--- src/rtl/bottling_ctrl_gen2.sv ---
// Bottling line controller: conveyor/fill/seal sequencer with a two-level
// cork store (operator-loaded secondary buffer feeding the main buffer in
// batches) and bottle/dozen production counting.
module bottling_ctrl_gen2 #(
    parameter int unsigned MAIN_W   = 5,
    parameter int unsigned MAIN_MAX = 31,
    parameter int unsigned MAIN_MIN = 5,
    parameter int unsigned SEC_W    = 7,
    parameter int unsigned SEC_MAX  = 99,
    parameter int unsigned BATCH    = 20,
    parameter int unsigned DOZEN    = 12,
    parameter int unsigned DOZ_W    = 4,
    parameter int unsigned DOZ_MAX  = 10
) (
    input  logic             clk,
    input  logic             clr,
    input  logic             start_stop,
    input  logic             pg,
    input  logic             ch,
    input  logic             cq,
    input  logic             op_valid,
    input  logic [SEC_W-1:0] op_qty,
    output logic             op_ready,
    output logic             op_reject,
    output logic             m,
    output logic             ev,
    output logic             ve,
    output logic             al,
    output logic [1:0]       state,
    output logic [MAIN_W-1:0] main_cnt,
    output logic [SEC_W-1:0] sec_cnt,
    output logic [DOZ_W-1:0] dozen_cnt,
    output logic             dozen_wrap,
    output logic             xfer_busy
);
    localparam int unsigned UNIT_W = $clog2(DOZEN);
    localparam int unsigned REM_W  = $clog2(BATCH + 1);

    localparam logic [MAIN_W-1:0] MAIN_MIN_V = MAIN_W'(MAIN_MIN);
    localparam logic [MAIN_W-1:0] MAIN_MAX_V = MAIN_W'(MAIN_MAX);
    localparam logic [SEC_W-1:0]  BATCH_S    = SEC_W'(BATCH);
    localparam logic [SEC_W:0]    SEC_MAX_V  = (SEC_W + 1)'(SEC_MAX);
    localparam logic [UNIT_W-1:0] UNIT_LAST  = UNIT_W'(DOZEN - 1);
    localparam logic [DOZ_W-1:0]  DOZ_LAST   = DOZ_W'(DOZ_MAX - 1);
    localparam logic [REM_W-1:0]  BATCH_R    = REM_W'(BATCH);

    typedef enum logic [1:0] {
        IDLE = 2'b00,
        MOVE = 2'b01,
        FILL = 2'b10,
        SEAL = 2'b11
    } line_t;

    typedef enum logic {
        T_IDLE = 1'b0,
        T_RUN  = 1'b1
    } xfer_t;

    line_t             line_q;
    xfer_t             xfer_q;
    logic [MAIN_W-1:0] main_q, main_d;
    logic [SEC_W-1:0]  sec_q, sec_d;
    logic [UNIT_W-1:0] unit_q;
    logic [DOZ_W-1:0]  doz_q;
    logic [REM_W-1:0]  rem_q;
    logic              cq_q;
    logic              rej_q, rej_d;
    logic              wrap_q;

    logic              seal_ok;
    logic              xfer_start;
    logic              xfer_step;
    logic              op_take;
    logic              op_fits;
    logic [SEC_W:0]    op_sum;

    // Event decode and next values for the two buffers, which have several writers.
    always_comb begin
        // A seal counts only on a fresh cq rise with a cork available; a rise
        // seen while the main buffer is empty is consumed and not remembered.
        seal_ok    = start_stop && (line_q == SEAL) && cq && !cq_q && (main_q != '0);
        xfer_start = (xfer_q == T_IDLE) && (main_q < MAIN_MIN_V) &&
                     (sec_q >= BATCH_S) && (line_q != SEAL);
        // The seal's decrement owns main_cnt that cycle, so the transfer waits.
        xfer_step  = (xfer_q == T_RUN) && !seal_ok && (main_q < MAIN_MAX_V) &&
                     (sec_q != '0);
        op_ready   = (xfer_q == T_IDLE) && !xfer_start;
        op_take    = op_valid && op_ready;
        op_sum     = {1'b0, sec_q} + {1'b0, op_qty};
        op_fits    = (op_sum <= SEC_MAX_V);

        main_d = main_q;
        if (seal_ok) begin
            main_d = main_q - MAIN_W'(1);
        end else if (xfer_step) begin
            main_d = main_q + MAIN_W'(1);
        end

        sec_d = sec_q;
        if (xfer_step) begin
            sec_d = sec_q - SEC_W'(1);
        end else if (op_take && op_fits) begin
            sec_d = op_sum[SEC_W-1:0];
        end

        rej_d = op_take && !op_fits;
    end

    // Line sequencer: conveyor, fill and seal stations.
    always_ff @(posedge clk) begin
        if (!clr) begin
            line_q <= IDLE;
        end else if (!start_stop) begin
            line_q <= IDLE;
        end else begin
            case (line_q)
                IDLE:    if (!al)     line_q <= MOVE;
                MOVE:    if (pg)      line_q <= FILL;
                FILL:    if (ch)      line_q <= SEAL;
                SEAL:    if (seal_ok) line_q <= MOVE;
                default:              line_q <= IDLE;
            endcase
        end
    end

    // Bottle and dozen counting with a one-cycle wrap pulse.
    always_ff @(posedge clk) begin
        if (!clr) begin
            unit_q <= '0;
            doz_q  <= '0;
            wrap_q <= 1'b0;
        end else begin
            wrap_q <= 1'b0;
            if (!start_stop) begin
                unit_q <= '0;
                doz_q  <= '0;
            end else if (seal_ok) begin
                if (unit_q == UNIT_LAST) begin
                    unit_q <= '0;
                    if (doz_q == DOZ_LAST) begin
                        doz_q  <= '0;
                        wrap_q <= 1'b1;
                    end else begin
                        doz_q <= doz_q + DOZ_W'(1);
                    end
                end else begin
                    unit_q <= unit_q + UNIT_W'(1);
                end
            end
        end
    end

    // Batch transfer from secondary to main buffer.
    always_ff @(posedge clk) begin
        if (!clr) begin
            xfer_q <= T_IDLE;
            rem_q  <= '0;
        end else begin
            case (xfer_q)
                T_IDLE: begin
                    if (xfer_start) begin
                        xfer_q <= T_RUN;
                        rem_q  <= BATCH_R;
                    end
                end
                T_RUN: begin
                    if (xfer_step) begin
                        rem_q <= rem_q - REM_W'(1);
                        if (rem_q == REM_W'(1)) begin
                            xfer_q <= T_IDLE;
                        end
                    end
                end
                default: xfer_q <= T_IDLE;
            endcase
        end
    end

    // Buffer levels, reject pulse and cq history.
    always_ff @(posedge clk) begin
        if (!clr) begin
            main_q <= '0;
            sec_q  <= '0;
            rej_q  <= 1'b0;
            cq_q   <= 1'b0;
        end else begin
            main_q <= main_d;
            sec_q  <= sec_d;
            rej_q  <= rej_d;
            cq_q   <= cq;
        end
    end

    assign state      = line_q;
    assign m          = (line_q == MOVE);
    assign ev         = (line_q == FILL);
    assign ve         = (line_q == SEAL);
    assign al         = (main_q == '0);
    assign main_cnt   = main_q;
    assign sec_cnt    = sec_q;
    assign dozen_cnt  = doz_q;
    assign dozen_wrap = wrap_q;
    assign op_reject  = rej_q;
    assign xfer_busy  = (xfer_q == T_RUN);

endmodule

--- config.mk ---
export PLATFORM = sky130hd
export DESIGN_NAME = bottling_ctrl_gen2
export DESIGN_NICKNAME = d
export VERILOG_FILES = /design/src/rtl/bottling_ctrl_gen2.sv
export SDC_FILE = /design/constraint.sdc
export NUM_CORES = 1
export LEC_CHECK = 0
export ABC_CLOCK_PERIOD_IN_PS = 5150
export CAP_MARGIN = 25
export CORE_ASPECT_RATIO = 0.75
export CORE_MARGIN = 4
export CORE_UTILIZATION = 56
export CTS_BUF_LIST = sky130_fd_sc_hd__clkbuf_4 sky130_fd_sc_hd__clkbuf_8 sky130_fd_sc_hd__clkbuf_16
export DETAILED_ROUTE_END_ITERATION = 8
export GPL_ROUTABILITY_DRIVEN = 0
export PLACE_DENSITY = 0.86
export SYNTH_ARGS = -nofsm -noshare
export SYNTH_HDL_FRONTEND = slang
export SYNTH_SLANG_ARGS = --single-unit
export TNS_END_PERCENT = 5
--- constraint.sdc ---
create_clock -name clk -period 5.15 [get_ports clk]
set_input_delay 1.03 -clock clk [delete_from_list [all_inputs] [get_ports clk]]
set_output_delay 1.03 -clock clk [all_outputs]
set_load 0.01 [all_outputs]
==> results.sh, run 1 <==
export IMPL_status="finished clean"
export IMPL_irDropWorstVdd_uv=308
export IMPL_cp_end_kind="flip-flop"
export IMPL_r2r_setup_slack_ns=2.37
export IMPL_rows=18
export IMPL_utilization_pct=76.2
export IMPL_drtIter0Drc=180
export IMPL_p_clk_share_pct=23.1
export IMPL_coreArea_sq_mm=0.00340
export IMPL_cp_start_kind="input port"
export IMPL_synth_top_family_by_area="simple AND/OR/NAND/NOR gates"
export IMPL_viasPerCell=5.76
export IMPL_num_antenna_cells=0
export IMPL_synth_nets=269
export IMPL_r2r_start="main_cnt[0]"
export IMPL_cts_root_buf="clkbuf_8"
export IMPL_synthSimpleGateAreaFrac_pct=25.5
export IMPL_wirelength_um=4690
export IMPL_hpwlAfterDp_um=3580
export IMPL_min_period_ns=3.42
export IMPL_p_sw_w=0.000403
export IMPL_synth_fa_ha_area_share_pct=14.3
export IMPL_die_h_um=60.2
export IMPL_max_slew_worst_pin_slew_ns=0.769
export IMPL_initial_core_util_pct=59.8
export IMPL_internal_power_w=0.000688
export IMPL_finalSetupViolations=0
export IMPL_max_slew_margin_rel_pct=48.6
export IMPL_drt_pass1_iter_count=4
export IMPL_grt_remaining_overflow=0
export IMPL_port_buffers=39
export IMPL_grt_antenna_before_repair=0
export IMPL_ys_types=51
export IMPL_max_cap_violations=0
export IMPL_synthFlopType="dfxtp_1"
export IMPL_netlist_area_sq_mm=0.00203
export IMPL_powerDensity_mw_per_mm2=421
export IMPL_cts_max_level=2
export IMPL_synth_seq_area_share_pct=30.5
export IMPL_worstHoldEndpoint="unit_q[2]"
export IMPL_min_path_type="reg2reg"
export IMPL_sw_frac_of_total_pct=36.9
export IMPL_crit_required_ns=5.33
export IMPL_grt_pass1_vias=1680
export IMPL_final_area_sq_mm=0.00259
export IMPL_grt_use_total_pct=21.8
export IMPL_synth_xor_area_share_pct=6.03
export IMPL_path_class="in2reg"
export IMPL_routed_via_count=1878
export IMPL_grt_first_pass_wirelength_um=7870
export IMPL_cts_resized=0
export IMPL_hold_buffers=0
export IMPL_yosys_mux_area_fraction_pct=2.46
export IMPL_avgSynthCellArea_sq_um=8.73
export IMPL_syn_to_final_growth_pct=27.3
export IMPL_clock_path_buffers=2
export IMPL_die_w_um=77.6
export IMPL_ant_nets=0
export IMPL_leakage_nw=1.10
export IMPL_wl_per_cell_um=14.4
export IMPL_power_frac_comb_pct=46.0
export IMPL_fin_crit_sh_pct=66.4
export IMPL_clock_sinks=31
export IMPL_synthArstFlopShare_pct=0
export IMPL_synth_seq_cells=31
export IMPL_hold_start="unit_q[2]"
export IMPL_synth_most_common_cell="dfxtp_1"
export IMPL_fin_tns_setup_ns=0
export IMPL_yosys_top_cells_area="dfxtp_1 31%, ha_1 12%, nor2_1 3.5%, xnor2_1 3.4%, nand2_1 3.0%"
export IMPL_cts_buffers=5
export IMPL_synth_top_cell_area_share_pct=30.5
export IMPL_grt_max_degree=23
export IMPL_hold_viol=0
export IMPL_max_freq_mhz=292
export IMPL_worst_r2r_path_depth=7
export IMPL_drc=0
export IMPL_ys_warnings_count=0
export IMPL_clk_latency_ns=0.29
export IMPL_post_cts_buffers=0
export IMPL_netlist_instances=233
export IMPL_die_area_sq_mm=0.00467
export IMPL_cp_max_fo=10
export IMPL_cts_tree="done"
export IMPL_slew_violations=0
export IMPL_synth_common_cells="31 x dfxtp_1, 20 x ha_1, 19 x nor2_1, 16 x nand2_1, 14 x inv_1"
export IMPL_dpl_instance_area_sq_mm=0.00247
export IMPL_min_path_cells=2
export IMPL_nets=311
export IMPL_worstPathArrival_ns=3.61
export IMPL_synth_top_area_cell="dfxtp_1"
export IMPL_num_io_pins=40
export IMPL_rsz0062_at_grt="no"
export IMPL_p_seq_share_pct=30.9
export IMPL_skew_ns=0.00296
export IMPL_synth_compound_area_share_pct=17.8
export IMPL_synth_edff_count=0
export IMPL_clk_pin_slew_ns=0.07
export IMPL_drive_gt1_share_pct=5.80
export IMPL_rr_endpoint="rem_q[4]"
worst max-delay path, stage by stage:
cell and delay (ns):
clkdlybuf4s50_1 0.40, ha_1 0.35, and2_1 0.19, a221oi_1 0.37, a21boi_0 0.20, a311o_1 0.36
o21ai_2 0.34, nor3_1 0.08, o31a_1 0.28
layout make-up:
type,instances,area [sq um]
multi-input combinational,183,1340
fill,272,811
sequential,31,621
timing repair buffer,39,390
clock buffer,6,82.6
tap,50,62.6
inverter,15,56.3
clock inverter,2,35.0
power by group through the flow:
stage / sequential, W / combinational [W] / clock, W
finish: 0.000337 / 0.000502 / 0.000252
detailed placement: 0.000341 / 0.000497 / 0
global placement: 0.000340 / 0.000483 / 0
floorplan: 0.000340 / 0.000327 / 0
CTS: 0.000336 / 0.000502 / 0.000255
global route: 0.000345 / 0.000556 / 0.000265
sequential cells by signal (all words and copies together), names as in the netlist:
signal and cells:
cq_q 1, dozen_cnt 4, dozen_wrap 1, main_cnt 5
op_reject 1, rem_q 5, sec_cnt 7, state 2
unit_q 4, xfer_busy 1
kinds of logic after synthesis:
group / Yosys count
compound gates: 48
xor+xnor: 14
fa+ha+maj: 22
buf+inv: 19
flops: 31
mux: 5
simple gates: 94
per-layer routing:
layer | track usage [%] | wire length (um) | vias up
li1 | - | - | 923
met1 | 28.8 | 2230 | 864
met2 | 33.8 | 2030 | 83
met3 | 5.27 | 369 | 8
met4 | 10.2 | 68 | 0
met5 | 0 | 0 | -
worst max-delay path by stage:
stage                   start         end  slack (ns)  depth (start not counted)
finish              op_qty[4]  sec_cnt[5]        1.73                          9
global route        op_qty[0]   op_reject        1.51                         11
CTS                 op_qty[4]  sec_cnt[5]        1.75                          9
detailed placement  op_qty[4]  sec_cnt[5]        1.44                          9
global placement    op_qty[4]  sec_cnt[5]        1.49                          9
floorplan           op_qty[4]  sec_cnt[5]        2.08                          8
cells in the final DEF, fill, tap and decap left out, types with 2 or more instances in the layout:
cell             count
xor2_1               6
nand3_1              6
dfxtp_1             31
nand3b_1             2
nand2b_1             4
nor4b_1              2
fa_1                 2
o31a_1               4
ha_1                20
mux2i_1              5
nor2_1              19
and2_1               4
clkdlybuf4s50_1     39
nand4_1              3
nor3b_1              3
o21a_1               4
o22ai_1              2
o21ai_0              7
and3b_1              2
nand2_1             16
nor2b_1              6
clkbuf_8             6
nand4b_1             2
xnor2_1              8
a21boi_0             2
or2_2                2
inv_1               14
nor3_1               6
a21oi_1             11
nor4_1               2
and3_1               8
o311a_1              2
a21o_1               3
or3_1                3
metrics by stage:
step	power, W	instances	hold WS, ns	setup WS, ns
2_1_floorplan	0.000667	233	0.464	2.08
3_3_place_gp	0.000823	318	0.482	1.49
3_5_place_dp	0.000838	318	0.491	1.44
4_1_cts	0.00109	326	0.500	1.75
5_1_grt	0.00117	326	0.551	1.51
6_report	0.00109	326	0.498	1.73
Note: power is estimated with default switching activity, not from simulation.
==> run 2, diff against run 1 <==
--- a/config.mk
+++ b/config.mk
@@ -5,15 +5,15 @@
 export SDC_FILE = /design/constraint.sdc
 export NUM_CORES = 1
 export LEC_CHECK = 0
-export ABC_CLOCK_PERIOD_IN_PS = 5150
+export ABC_CLOCK_PERIOD_IN_PS = 3250
 export CAP_MARGIN = 25
 export CORE_ASPECT_RATIO = 0.75
 export CORE_MARGIN = 4
-export CORE_UTILIZATION = 56
+export CORE_UTILIZATION = 52
 export CTS_BUF_LIST = sky130_fd_sc_hd__clkbuf_4 sky130_fd_sc_hd__clkbuf_8 sky130_fd_sc_hd__clkbuf_16
 export DETAILED_ROUTE_END_ITERATION = 8
 export GPL_ROUTABILITY_DRIVEN = 0
-export PLACE_DENSITY = 0.86
+export PLACE_DENSITY = 0.8
 export SYNTH_ARGS = -nofsm -noshare
 export SYNTH_HDL_FRONTEND = slang
 export SYNTH_SLANG_ARGS = --single-unit
==> constraint.sdc (replaced) <==
create_clock -name clk -period 3.25 [get_ports clk]
set_input_delay 0.65 -clock clk [delete_from_list [all_inputs] [get_ports clk]]
set_output_delay 0.65 -clock clk [all_outputs]
set_load 0.01 [all_outputs]
==> results.sh, run 2 (synthesis results as in run 1) <==
export IMPL_fin_crit_sh_pct=92.2
export IMPL_cts_max_level=2
export IMPL_cts_buffers=5
export IMPL_crit_required_ns=3.41
export IMPL_drtIter0Drc=139
export IMPL_coreArea_sq_mm=0.00371
export IMPL_drc=0
export IMPL_seq_area_sq_um=621
export IMPL_cp_start_kind="input port"
export IMPL_cp_end_kind="flip-flop"
export IMPL_final_cell_mix="39 x clkdlybuf4s50_1, 31 x dfxtp_1, 20 x ha_1"
export IMPL_powerDensity_mw_per_mm2=632
export IMPL_initial_core_util_pct=54.9
export IMPL_die_w_um=80.2
export IMPL_wirelength_um=4760
export IMPL_rsz0062_at_grt="no"
export IMPL_total_power_w=0.00166
export IMPL_rows=19
export IMPL_max_slew_worst_pin_slew_ns=0.601
export IMPL_hold_viol=0
export IMPL_num_antenna_cells=0
export IMPL_routed_via_count=1858
export IMPL_hold_buffers=0
export IMPL_r2r_start="main_cnt[0]"
export IMPL_final_area_sq_mm=0.00262
export IMPL_utilization_pct=70.7
export IMPL_syn_to_final_growth_pct=28.9
export IMPL_worstPathArrival_ns=3.15
export IMPL_hpwlAfterDp_um=3610
export IMPL_mostFrequentLayoutCell="clkdlybuf4s50_1"
export IMPL_leakage_nw=1.12
export IMPL_clk_latency_ns=0.28
export IMPL_clk_pin_slew_ns=0.06
export IMPL_min_period_ns=3.00
export IMPL_port_buffers=39
export IMPL_status="finished clean"
export IMPL_startpoint="op_qty[0]"
export IMPL_clock_sinks=31
export IMPL_viasPerCell=5.55
export IMPL_max_cap_violations=0
export IMPL_min_path_cells=2
export IMPL_cts_tree="done"
export IMPL_ant_nets=0
export IMPL_grt_first_pass_wirelength_um=8140
export IMPL_grt_max_degree=23
export IMPL_die_area_sq_mm=0.00499
export IMPL_multi_input_area_sq_mm=0.00135
export IMPL_max_slew_margin_rel_pct=59.8
export IMPL_min_path_type="reg2reg"
export IMPL_worst_r2r_path_depth=9
export IMPL_drive_gt1_share_pct=8.48
export IMPL_cp_max_fo=10
export IMPL_grt_use_total_pct=20.1
export IMPL_num_io_pins=40
export IMPL_drt_pass1_iter_count=4
export IMPL_grt_antenna_before_repair=0
export IMPL_largest_reg_flops=7
export IMPL_irDropWorstVdd_uv=419
export IMPL_cts_root_buf="clkbuf_8"
export IMPL_hold_start="unit_q[2]"
export IMPL_die_h_um=62.2
export IMPL_post_cts_buffers=0
export IMPL_path_class="in2reg"
export IMPL_nets=318
export IMPL_skew_ns=0.00609
export IMPL_max_freq_mhz=334
export IMPL_finalSetupViolations=0
export IMPL_fillers=308
export IMPL_grt_remaining_overflow=0
export IMPL_wl_per_cell_um=14.2
export IMPL_slew_violations=0
export IMPL_grt_pass1_vias=1797
export IMPL_dpl_instance_area_sq_mm=0.00253
export IMPL_clock_path_buffers=2
-- run 2: cell types whose count changed in the layout (fill, tap and decap cells not counted), sizes merged --
cell,previous run,this run
bufinv,1,0
buf,0,7
clkbuf,6,7
-- run 2: critical path, stage by stage --
cell             delay [ns]
clkdlybuf4s50_1        0.41
ha_1                   0.21
inv_1                  0.07
fa_1                   0.21
nor2b_1                0.07
o31ai_1                0.37
a21oi_1                0.14
xnor2_1                0.36
o21ai_2                0.21
o311a_1                0.17
o31a_1                 0.28
-- run 2: area by class of cell --
cell class / instances / area share [%]
clock buffers: 7 / 3.20
well taps: 52 / 2.48
inverters: 15 / 2.15
multi-input cells: 183 / 51.4
repair buffers: 46 / 16.9
flip-flops and latches: 31 / 23.7
clock inverters: 1 / 0.191
-- run 2: power by group --
group / switching [W] / internal (W)
clock: 0.000133 / 0.000167
combinational: 0.000409 / 0.000416
sequential: 0.0000861 / 0.000447
total: 0.000628 / 0.00103
-- run 2: path summary, 6_finish.rpt --
check / endpoint / slack [ns]
max: sec_cnt[4] / 0.25
min: unit_q[2] / 0.50
max reg2reg: main_cnt[4] / 0.61
min reg2reg: unit_q[2] / 0.50
-- run 2: repair_timing --
action,CTS,global route
setup endpoints to repair,0,1
endpoints found under the hold margin,0,0
gates resized for setup,0,1
-- run 2: routing by layer --
metal,global-route usage (%),wire [um],up-vias
met1,29.5,2280,848
met3,4.48,340,10
met2,29.1,2070,70
met4,5.70,64,0
met5,0,0,-
li1,-,-,930
-- run 2: per-stage QoR --
stage               TNS (ns)  setup WS (ns)  std cells  hold WS (ns)
floorplan                  0          0.557        233         0.464
global placement           0        0.00890        327         0.480
detailed placement    -0.206        -0.0608        327         0.484
CTS                        0          0.232        335         0.495
global route               0         0.0419        335         0.538
finish                     0          0.255        335         0.501
==> run 3, diff against run 2 <==
--- a/config.mk
+++ b/config.mk
@@ -13,7 +13,8 @@
 export CTS_BUF_LIST = sky130_fd_sc_hd__clkbuf_4 sky130_fd_sc_hd__clkbuf_8 sky130_fd_sc_hd__clkbuf_16
 export DETAILED_ROUTE_END_ITERATION = 8
 export GPL_ROUTABILITY_DRIVEN = 0
-export PLACE_DENSITY = 0.8
+export PLACE_DENSITY_LB_ADDON = 0.08
+export REMOVE_ABC_BUFFERS = 1
 export SYNTH_ARGS = -nofsm -noshare
 export SYNTH_HDL_FRONTEND = slang
 export SYNTH_SLANG_ARGS = --single-unit
==> results.sh, run 3 (synthesis results as in run 1) <==
export IMPL_worstHoldEndpoint="unit_q[2]"
export IMPL_grt_first_pass_wirelength_um=7850
export IMPL_fillers=306
export IMPL_skew_ns=0.00235
export IMPL_drive_gt1_share_pct=8.13
export IMPL_drt_pass1_iter_count=4
export IMPL_coreArea_sq_mm=0.00371
export IMPL_clk_latency_ns=0.27
export IMPL_viasPerCell=5.46
export IMPL_largest_reg_flops=7
export IMPL_num_antenna_cells=0
export IMPL_max_slew_worst_pin_slew_ns=0.560
export IMPL_clock_sinks=31
export IMPL_nets=320
export IMPL_worst_r2r_path_depth=8
export IMPL_cts_buffers=5
export IMPL_hold_viol=0
export IMPL_rr_endpoint="sec_cnt[5]"
export IMPL_worstPathArrival_ns=3.13
export IMPL_wirelength_um=4570
export IMPL_wl_per_cell_um=13.6
export IMPL_multi_input_area_sq_mm=0.00134
export IMPL_finalSetupViolations=0
export IMPL_cts_root_buf="clkbuf_8"
export IMPL_mostFrequentLayoutCell="clkdlybuf4s50_1"
export IMPL_cp_slowest_cell="clkdlybuf4s50_1"
export IMPL_hold_buffers=0
export IMPL_cp_start_kind="input port"
export IMPL_irDropWorstVdd_uv=547
export IMPL_fin_crit_sh_pct=91.4
export IMPL_r2r_start="sec_cnt[3]"
export IMPL_grt_pass1_vias=1706
export IMPL_slew_violations=0
export IMPL_grt_max_degree=23
export IMPL_drc=0
export IMPL_die_h_um=62.2
export IMPL_rsz0062_at_grt="no"
export IMPL_r2r_setup_slack_ns=0.64
export IMPL_cp_max_fo=10
export IMPL_max_slew_margin_rel_pct=62.5
export IMPL_leakage_nw=1.12
export IMPL_total_power_w=0.00163
export IMPL_routed_via_count=1829
export IMPL_post_cts_buffers=0
export IMPL_clock_path_buffers=2
export IMPL_cts_max_level=2
export IMPL_grt_antenna_before_repair=0
export IMPL_min_path_cells=2
export IMPL_num_io_pins=40
export IMPL_hpwlAfterDp_um=3470
export IMPL_syn_to_final_growth_pct=28.7
export IMPL_cp_end_kind="flip-flop"
export IMPL_cp_cell_sequence="clkdlybuf4s50_1, ha_1, and2_1, a221oi_1, a21oi_1, a2111oi_2, o21ai_2, and3_1, o31a_1"
export IMPL_hold_start="unit_q[2]"
export IMPL_clk_pin_slew_ns=0.06
export IMPL_dp_slack_ns=-0.00525
export IMPL_ant_nets=0
export IMPL_setup_ws_ns=0.279
export IMPL_seq_area_sq_um=621
export IMPL_die_area_sq_mm=0.00499
export IMPL_initial_core_util_pct=54.9
export IMPL_crit_required_ns=3.41
export IMPL_grt_use_total_pct=19.6
export IMPL_drtIter0Drc=74
export IMPL_port_buffers=39
export IMPL_cts_tree="done"
export IMPL_min_period_ns=2.97
export IMPL_status="finished clean"
export IMPL_min_path_type="reg2reg"
export IMPL_final_cell_mix="39 x clkdlybuf4s50_1, 31 x dfxtp_1, 20 x ha_1"
export IMPL_max_cap_violations=0
export IMPL_cts_resized=0
export IMPL_max_freq_mhz=337
export IMPL_slowest_delay_ns=0.40
export IMPL_grt_remaining_overflow=0
export IMPL_rows=19
export IMPL_die_w_um=80.2
export IMPL_powerDensity_mw_per_mm2=622
export IMPL_path_class="in2reg"
==> run 3: cell types whose count changed in the layout (fill, tap and decap cells not counted) <==
cell / previous run / this run
clkbuf_4: 2 / 1
a221oi_2: 1 / 0
buf_4: 7 / 9
a221oi_1: 0 / 1
clkinv_2: 1 / 0
==> run 3: layout make-up <==
type,count,area share [%]
clock buffer,6,2.91
inverter,15,2.15
multi-input combinational,183,51.3
sequential,31,23.7
tap,52,2.48
timing repair buffer,48,17.5
==> run 3: worst max path at each step <==
stage / slack (ns) / cells past startpoint / from / endpoint
6_report: 0.28 / 9 / op_qty[4] / sec_cnt[5]
5_1_grt: 0.10 / 12 / op_qty[0] / sec_cnt[5]
4_1_cts: 0.27 / 9 / op_qty[4] / sec_cnt[5]
3_5_place_dp: -0.005 / 9 / op_qty[4] / sec_cnt[5]
3_3_place_gp: 0.06 / 9 / op_qty[4] / sec_cnt[5]
2_1_floorplan: 0.56 / 8 / op_qty[4] / sec_cnt[5]
==> run 3: power by group <==
group | internal, W | switching, W
clock network | 0.000151 | 0.000126
registers | 0.000447 | 0.0000862
logic | 0.000423 | 0.000397
==> run 3: stage by stage <==
stage	cell area, sq um	TNS, ns	utilization, %	cells	hold WS, ns
detailed placement	2540	-0.00692	68.6	329	0.486
CTS	2620	0	70.6	335	0.495
global route	2620	0	70.6	335	0.564
finish	2620	0	70.6	335	0.498
global placement	2540	0	68.6	329	0.479
floorplan	2020	0	-	229	0.464
==> run 3: routing by layer <==
metal / vias up / track usage [%] / share of wire (%)
met2: 52 / 27.0 / 40
met1: 830 / 30.4 / 53
met5: - / 0 / 0
met3: 7 / 4.48 / 6.3
met4: 0 / 4.64 / 0.83
li1: 940 / - / -
==> run 3: worst max-delay path: cells and delay by family <==
family                     cells  cell delay, ns
buffers and inverters          1            0.40
adders and majority gates      1            0.32
AOI/OAI and AO/OA              5            1.34
and+or+nand+nor                2            0.41
